File: config.mk
export PLATFORM = sky130hd
export DESIGN_NAME = fp_div
export DESIGN_NICKNAME = d
export VERILOG_FILES = /design/src/rtl/fp_div.sv
export SDC_FILE = /design/constraint.sdc
export NUM_CORES = 1
export LEC_CHECK = 0
export ABC_AREA = 1
export CAP_MARGIN = 0
export CORE_MARGIN = 2
export CORE_UTILIZATION = 45
export CTS_CLUSTER_SIZE = 24
export DETAILED_ROUTE_END_ITERATION = 6
export GPL_ROUTABILITY_DRIVEN = 0
export GPL_TIMING_DRIVEN = 0
export MAX_ROUTING_LAYER = met4
export PLACE_DENSITY = 0.69
export SYNTH_ARGS = -nofsm -noshare
export SYNTH_HDL_FRONTEND = slang
export SYNTH_SLANG_ARGS = --single-unit
File: constraint.sdc
create_clock -name clk -period 2.51 [get_ports clk]
set_input_delay 0.251 -clock clk [delete_from_list [all_inputs] [get_ports clk]]
set_output_delay 0.251 -clock clk [all_outputs]
set_load 0.02 [all_outputs]
File: src/rtl/fp_div.sv
// fp_div: iterative IEEE-754 single-precision divider, out_result = in_a / in_b.
//   A restoring radix-2 mantissa divider produces one quotient bit per cycle.
//   Results are truncated, denormal inputs are flushed to zero, and results
//   that underflow are flushed to zero.
//
// Ports:
//   clk, rst_n            clock (rising edge) and synchronous active-low reset
//   in_valid / in_ready   operand handshake; in_ready is high only when idle
//   in_a, in_b            dividend and divisor, captured on the accepting edge
//   out_valid / out_ready result handshake; the result is held until taken
//   out_result            quotient; keeps its last value while out_valid is low
//
// Latency from the accepting edge: 1 cycle for special operands,
// 27 cycles on the normal path (25 divide steps + 1 normalise + DONE).
module fp_div #(
    parameter logic [31:0] NAN_PATTERN = 32'h7FC00000
) (
    input  logic        clk,
    input  logic        rst_n,
    input  logic        in_valid,
    output logic        in_ready,
    input  logic [31:0] in_a,
    input  logic [31:0] in_b,
    output logic        out_valid,
    input  logic        out_ready,
    output logic [31:0] out_result
);

    typedef enum logic [1:0] {IDLE, DIV, NORM, DONE} state_t;

    state_t             state_q,  state_d;
    logic [24:0]        rem_q,    rem_d;     // partial remainder, < 2*mb
    logic [23:0]        mb_q,     mb_d;      // divisor mantissa with hidden 1
    logic [24:0]        quo_q,    quo_d;     // quotient, quo[24] has weight 2^0
    logic signed [9:0]  exp_q,    exp_d;     // biased exponent before normalise
    logic [4:0]         cnt_q,    cnt_d;     // divide step counter, 0..24
    logic               sign_q,   sign_d;
    logic [31:0]        result_q, result_d;

    // Operand classification on the raw inputs
    logic        a_zero, b_zero, a_inf_nan, b_inf_nan, in_sign;
    logic [7:0]  exp_a, exp_b;

    assign exp_a     = in_a[30:23];
    assign exp_b     = in_b[30:23];
    assign a_zero    = (exp_a == 8'h00);
    assign b_zero    = (exp_b == 8'h00);
    assign a_inf_nan = (exp_a == 8'hFF);
    assign b_inf_nan = (exp_b == 8'hFF);
    assign in_sign   = in_a[31] ^ in_b[31];

    // One restoring step: subtract when the remainder covers the divisor
    logic        step_ge;
    logic [23:0] step_rem;

    assign step_ge  = (rem_q >= {1'b0, mb_q});
    // After a restoring step the remainder is below mb, so bit 24 is always 0
    assign step_rem = step_ge ? 24'(rem_q - {1'b0, mb_q}) : rem_q[23:0];

    // Normalisation: the quotient lies in (0.5, 2), so at most a 1-bit shift
    logic signed [9:0] norm_exp;
    logic [22:0]       norm_frac;

    assign norm_exp  = quo_q[24] ? exp_q : exp_q - 10'sd1;
    assign norm_frac = quo_q[24] ? quo_q[23:1] : quo_q[22:0];

    always_comb begin
        // NOTE: every _d defaults to its _q first so no path through the case leaves a latch.
        state_d  = state_q;
        rem_d    = rem_q;
        mb_d     = mb_q;
        quo_d    = quo_q;
        exp_d    = exp_q;
        cnt_d    = cnt_q;
        sign_d   = sign_q;
        result_d = result_q;

        unique case (state_q)
            IDLE: begin
                if (in_valid) begin
                    sign_d = in_sign;
                    if (a_inf_nan || b_inf_nan || (a_zero && b_zero)) begin
                        result_d = NAN_PATTERN;
                        state_d  = DONE;
                    end else if (b_zero) begin
                        result_d = {in_sign, 8'hFF, 23'h0};
                        state_d  = DONE;
                    end else if (a_zero) begin
                        result_d = {in_sign, 31'h0};
                        state_d  = DONE;
                    end else begin
                        rem_d   = {2'b01, in_a[22:0]};
                        mb_d    = {1'b1, in_b[22:0]};
                        quo_d   = '0;
                        cnt_d   = '0;
                        exp_d   = $signed({2'b00, exp_a}) - $signed({2'b00, exp_b}) + 10'sd127;
                        state_d = DIV;
                    end
                end
            end
            DIV: begin
                rem_d = {step_rem, 1'b0};
                quo_d = {quo_q[23:0], step_ge};
                cnt_d = cnt_q + 5'd1;
                if (cnt_q == 5'd24) begin
                    state_d = NORM;
                end
            end
            NORM: begin
                if (norm_exp >= 10'sd255) begin
                    result_d = {sign_q, 8'hFF, 23'h0};
                end else if (norm_exp <= 10'sd0) begin
                    result_d = {sign_q, 31'h0};
                end else begin
                    result_d = {sign_q, norm_exp[7:0], norm_frac};
                end
                state_d = DONE;
            end
            DONE: begin
                if (out_ready) begin
                    state_d = IDLE;
                end
            end
            default: state_d = IDLE;
        endcase
    end

    always_ff @(posedge clk) begin
        // NOTE: sequential state uses non-blocking assignments only, so every flop samples pre-edge values.
        if (!rst_n) begin
            state_q  <= IDLE;
            rem_q    <= '0;
            mb_q     <= '0;
            quo_q    <= '0;
            exp_q    <= '0;
            cnt_q    <= '0;
            sign_q   <= 1'b0;
            result_q <= '0;
        end else begin
            state_q  <= state_d;
            rem_q    <= rem_d;
            mb_q     <= mb_d;
            quo_q    <= quo_d;
            exp_q    <= exp_d;
            cnt_q    <= cnt_d;
            sign_q   <= sign_d;
            result_q <= result_d;
        end
    end

    assign in_ready   = (state_q == IDLE);
    assign out_valid  = (state_q == DONE);
    assign out_result = result_q;

endmodule

# --- Word-level counts from Yosys, hierarchy flattened ---
# Index checks and enable logic that the tools add are counted.
word_totals:
  elab_cells: 78
  reg_bits: 124
classes:
  magnitude_cmp: 3
  add_sub_neg: 5
  reduce_logical: 13
  n_eq_ne: 13
  mux: 32
  bitwise: 4
op_table:
  columns: ["op", "n"]
  rows:
  - ["$mux W25", 8]
  - ["$mux W32", 4]
  - ["$pmux W25 S2", 2]
  - ["$pmux W32 S2", 1]
  - ["$mux W31", 2]
  - ["$ge A25 B24 Y1", 1]
  - ["$mux W24", 1]
  - ["$sub A24 B24 Y24", 1]
  - ["$mux W23", 1]
  - ["$mux W5", 4]
  - ["$eq A8 B8 Y1 const B", 2]
  - ["$logic_not A8 Y1", 2]
  - ["$mux W2", 6]
  - ["$add A9 B8 Y10 const B", 1]
  - ["$ge A10 B9 Y1 const B", 1]
  - ["$le A10 B1 Y1 const B", 1]
  - ["$mux W10", 1]
  - ["$ne A2 B2 Y1 const B", 5]
  - ["$pmux W5 S2", 1]
  - ["$reduce_and A5 Y1", 2]
  - ["$sub A10 B2 Y10 const B", 1]
  - ["$sub A8 B8 Y9", 1]
  - ["$pmux W2 S4", 1]
  - ["$reduce_and A3 Y1", 2]
  - ["other kinds (13)", 18]

# --- Longest topological paths before layout ---
depth:
  depth_word: 6
  depth_mapped: 16

# --- Least setup slack after synthesis ---
# No wires, ideal clock.
synth_timing:
  path_kind: "input to register"
  startpoint: "input in_a[23]"
  endpoint: "register exp_q[7]"
  arrival_ns: 1.864
  slack_ns: 0.537
  setup_time_ns: 0.109
  t_required_ns: 2.401
  path_stages: 15
  cell_sequence: "inv_1 ha_1 inv_1 fa_1 xor2_1 inv_1 nand3_1 nor2_1 nand2_1 nor2_1 nand2_1 nand2_1 nand3_1 nand2_1 inv_1"
synth_between:
  elab_chain_len: 5
synth_lines:
  columns: ["element", "line", "source"]
  rows:
  - ["start, declared", "22", "input logic [31:0] in_a,"]
  - ["branches (longest 5 deep; another with $add A9 B8 Y10)", null, null]
  - ["end signal, assigned", "144", "exp_q <= exp_d;"]
  - ["end, declared", "35", "logic signed [9:0] exp_q, exp_d;"]
# Parallel ways; which one is timed is not known.
# A chain may end at the register's enable or synchronous reset.

# --- Worst setup path in the final report ---
layout_timing:
  startpoint: "register mb_q[8]"
  endpoint: "register rem_q[20]"
layout_between:
  elab_chain_len: 3
layout_lines:
  columns: ["element", "line", "source"]
  rows:
  - ["start, declared", "33", "logic [23:0] mb_q, mb_d;"]
  - ["start signal, assigned", "142", "mb_q <= mb_d;"]
  - ["$sub A24 B24 Y24 or $ge A25 B24 Y1 (tied branches)", "58, 56", null]
  - ["$mux W24 (*)", "58", "assign step_rem = step_ge ? 24'(rem_q - {1'b0, mb_q}) : rem_q[23:0];"]
  - ["$pmux W25 S2 (*)", "78", "unique case (state_q)"]
  - ["end signal, assigned", "141", "rem_q <= rem_d;"]
  - ["end, declared", "32", "logic [24:0] rem_q, rem_d;"]
# Every way passes the cells marked *; elsewhere a longest branch is shown, timed or not.

==> results.yml <==
synth:
  synth_fp_nets: 1388
  combined_area_of_all_synthesized_cells_mm2: 0.00845
  synth_area_per_cell_um2: 6.61
  ys_ff_latch: 124
  synth.lib_cells_used.distinct: 46
  ys.warnings.count: 0
  post_synth_edffs: 0
  part_of_the_yosys_area_used_for_sequential_elements_pct: 29.4
  dominantRegCellSynth: "sky130_fd_sc_hd__dfxtp_1"
  asyncSetResetFlopFracSynth_pct: 0
  synthesis.instances: 1278
power:
  switching_portion_of_total_power_pct: 50.7
  pwr_density_cell_mw_per_mm2: 1300
  report.power.total_mw: 13.5
  pwr-share-clk_pct: 17.9
  static-leakage-power_nw: 4.36
  net-switching-power_mw: 6.85
  peakVddDrop_mv: 0.775
  pwr-share-seq_pct: 19.5
  power.share.combinational_pct: 62.7
  p_int_mw: 6.66
timing:
  layout_worst_path_cycle_share_pct: 96.4
  finalSetupViolations: 0
  transition_time_at_the_pin_with_the_least_slew_margin_ns: 0.780
  hold_ws_ns: 0.397
  fmaxAchievable_mhz: 413
  pins_over_slew_limit: 0
  minimum_clock_period_after_layout_ns: 2.42
  hold_viol_final: 0
  finalClockSkew_ns: 0.00840
  worst_max_slew_margin_expressed_relative_to_the_limit_pct: 48.0
  fin_tns_setup_ns: 0
  rsz_0062_raised_after_global_routing: "true"
run_status:
  outcome: "finished, final reports clean"
worst_setup_path:
  crit_fanout: 10
  critical_path_arrival_ns: 2.73
  critPathRequiredTime_ns: 2.82
  flop_to_flop_setup_slack_ns: 0.09
  path_class: "reg2reg"
  timing.critical_path.slowest_stage_cell: "sky130_fd_sc_hd__ha_1"
  crit_path_start_kind: "flip-flop"
  timing.critical_path.slowest_cell_delay_ns: 0.34
  type_of_destination_of_the_critical_path: "flip-flop"
  worst_r2r_path_depth: 12
  crit_path_cell_trace: "inv_1, ha_1, nand2_1, nor2_1, nand3_1, nand3b_1, nand3_2, nand3_4, buf_6, nand3_1, nand3_1, a21oi_1"
  worst_path_most_repeated_cell: "sky130_fd_sc_hd__nand3_1"
routing:
  detail_route.first_pass.iterations: 7
  postRouteAntennaNets: 0
  wl_mm: 25.1
  detailedRoute.firstIterationViolations: 774
  route.detailed.wl_per_inst_um: 15.2
  route.vias.total: 8818
  per_cell_via_count_in_the_routed_design: 5.35
  drcViolationCount: 0
clock_tree:
  cts-hold-fix-buffers: 0
  clock_sinks: 124
  numCtsBuffers: 17
  insertion_delay_to_the_later_sink_of_the_worst_skew_pair_ns: 0.42
  tritoncts: "done"
  clockRootBuffer: "sky130_fd_sc_hd__clkbuf_16"
  cts.htree.levels: 4
  clkSlewWorstSetupHoldPaths_ns: 0.06
  clock_path_buffers: 2
global_routing:
  pin_count_of_the_biggest_net_entering_global_routing: 17
  globalRoute.totalOverflow: 0
  grt_pass1_wl_mm: 41.2
  grt_antenna_before_repair: 0
  grt_usage_pct: 26.3
  via_count_of_the_first_global_routing_pass: 8526
die:
  initial_core_util_pct: 45.5
  dieArea_mm2: 0.0199
  die-width_um: 141
  ioPinCount: 102
  floorplan.core_area_mm2: 0.0186
  floorplan.die.height_um: 141
  row_count: 50
hold_path:
  min_path_type: "in2reg"
  worstHoldPathCells: 3
final_layout:
  multi_input_comb_area_mm2: 0.00505
  antennaDiodeCount: 0
  ff_latch_area_mm2: 0.00248
  fillers: 1827
  final_net_count: 1512
  layout-drive-gt1-share_pct: 9.75
  synthToLayoutAreaGrowth_pct: 22.9
placed_design:
  port-buffer-count: 101
  dp_wirelength_mm: 18.9
job:
  cap_viol_max_count: 0
-- cells by family (layout without fill, tap and decap cells) --
| logic type | count (synthesis) | count (layout) | synth area share [%] |
|---|---|---|---|
| AOI/OAI and AO/OA | 274 | 274 | 19.0 |
| xor gates and xnor gates | 22 | 22 | 2.28 |
| and+or+nand+nor | 587 | 587 | 31.8 |
| DFF | 124 | 124 | 29.4 |
| adders and majority gates | 42 | 42 | 6.40 |
| buffers and inverters | 229 | 366 | 11.1 |
-- sequential cells by signal, indices dropped and copies added (netlist names) --
register    flops
out_result     32
mb_q           24
quo_q          25
cnt_q           5
state_q         2
exp_q          10
sign_q          1
rem_q          25
-- final cells by class --
| class | instances | area share, % |
|---|---|---|
| multi-input cells | 925 | 48.7 |
| plain buffers | 62 | 3.01 |
| flip-flops and latches | 124 | 23.9 |
| repair buffers | 105 | 10.0 |
| inverters | 167 | 6.05 |
| clock buffers | 19 | 4.36 |
| well taps | 234 | 2.82 |
| clock inverters | 13 | 1.13 |
-- stage by stage --
stage | area [µm²] | std cells | util, % | setup slack [ns]
finish | 10400 | 1649 | 55.9 | 0.0896
floorplan | 8450 | 1278 | - | 0.537
CTS | 10300 | 1645 | 55.5 | 0.0359
global route | 10400 | 1649 | 55.9 | -0.0666
detailed placement | 9750 | 1613 | 52.5 | -0.194
global placement | 9750 | 1613 | 52.5 | -0.167
-- synth_stat cells (4+ instances only) --
cell type / instances / area [µm²]
sky130_fd_sc_hd__o2111ai_1: 22 / 193
sky130_fd_sc_hd__nand2_2: 5 / 31.3
sky130_fd_sc_hd__o21ai_0: 64 / 320
sky130_fd_sc_hd__a21oi_2: 20 / 175
sky130_fd_sc_hd__buf_2: 12 / 60.1
sky130_fd_sc_hd__dfxtp_1: 124 / 2480
sky130_fd_sc_hd__nand3_2: 24 / 240
sky130_fd_sc_hd__buf_6: 8 / 90.1
sky130_fd_sc_hd__nor2_2: 8 / 50.1
sky130_fd_sc_hd__a22oi_1: 5 / 37.5
sky130_fd_sc_hd__nand2_1: 313 / 1170
sky130_fd_sc_hd__inv_2: 6 / 22.5
sky130_fd_sc_hd__ha_1: 40 / 500
sky130_fd_sc_hd__clkbuf_1: 37 / 139
sky130_fd_sc_hd__xor2_1: 14 / 123
sky130_fd_sc_hd__o21bai_1: 6 / 45.0
sky130_fd_sc_hd__nand3_1: 92 / 460
sky130_fd_sc_hd__nand4_1: 40 / 250
sky130_fd_sc_hd__a31oi_1: 4 / 25.0
sky130_fd_sc_hd__a21oi_1: 137 / 686
sky130_fd_sc_hd__inv_1: 158 / 593
sky130_fd_sc_hd__nor3_1: 5 / 25.0
sky130_fd_sc_hd__a21o_1: 4 / 30.0
sky130_fd_sc_hd__xnor2_1: 8 / 70.1
sky130_fd_sc_hd__nor2_1: 88 / 330
-- power groups by stage --
| stage | clock network [mW] | registers (mW) | logic (mW) |
|---|---|---|---|
| floorplan | 0 | 2.70 | 6.05 |
| global placement | 0 | 2.66 | 8.08 |
| detailed placement | 0 | 2.66 | 8.17 |
| CTS | 2.43 | 2.63 | 8.24 |
| global route | 2.52 | 2.68 | 9.49 |
| finish | 2.41 | 2.63 | 8.47 |
-- worst max-delay path: cells and delay by family, from the launching register on --
family / cells / cell delay, ns
flip-flops: 1 / 0.30
adder cells (fa/ha/maj): 1 / 0.34
buffers and inverters: 2 / 0.24
AO/OA/AOI/OAI: 1 / 0.07
AND/OR/NAND/NOR: 8 / 1.34
-- per-layer routing --
metal	vias to the layer above	share of wire (%)	global-route usage [%]
met5	-	0	-
met3	56	4.7	3.33
met4	0	3.1	10.4
li1	4479	-	-
met1	4026	45	32.9
met2	257	47	43.3
-- cells in the final DEF, fill, tap and decap left out, types with 10 or more instances in the layout --
| cell | n |
|---|---|
| sky130_fd_sc_hd__nand2_1 | 313 |
| sky130_fd_sc_hd__inv_1 | 158 |
| sky130_fd_sc_hd__a21oi_1 | 136 |
| sky130_fd_sc_hd__dfxtp_1 | 124 |
| sky130_fd_sc_hd__clkdlybuf4s50_1 | 101 |
| sky130_fd_sc_hd__nand3_1 | 91 |
| sky130_fd_sc_hd__nor2_1 | 85 |
| sky130_fd_sc_hd__o21ai_0 | 63 |
| sky130_fd_sc_hd__nand4_1 | 40 |
| sky130_fd_sc_hd__ha_1 | 40 |
| sky130_fd_sc_hd__clkbuf_1 | 35 |
| sky130_fd_sc_hd__nand3_2 | 24 |
| sky130_fd_sc_hd__o2111ai_1 | 22 |
| sky130_fd_sc_hd__a21oi_2 | 21 |
| sky130_fd_sc_hd__clkbuf_16 | 17 |
| sky130_fd_sc_hd__xor2_1 | 14 |
| sky130_fd_sc_hd__buf_2 | 12 |
| sky130_fd_sc_hd__nor2_2 | 10 |
-- final timing paths --
check / startpoint / to
worst min-delay path: in_b[0] / mb_q[0]
worst max-delay path: mb_q[8] / rem_q[20]
worst max register to register: mb_q[8] / rem_q[20]
worst min register to register: mb_q[23] / mb_q[23]
-- timing repair --
action	in CTS	in global routing
setup endpoints to repair	0	26
buffers inserted	0	4
gates resized for setup	0	12
Note: power is estimated with default switching activity, not from simulation.
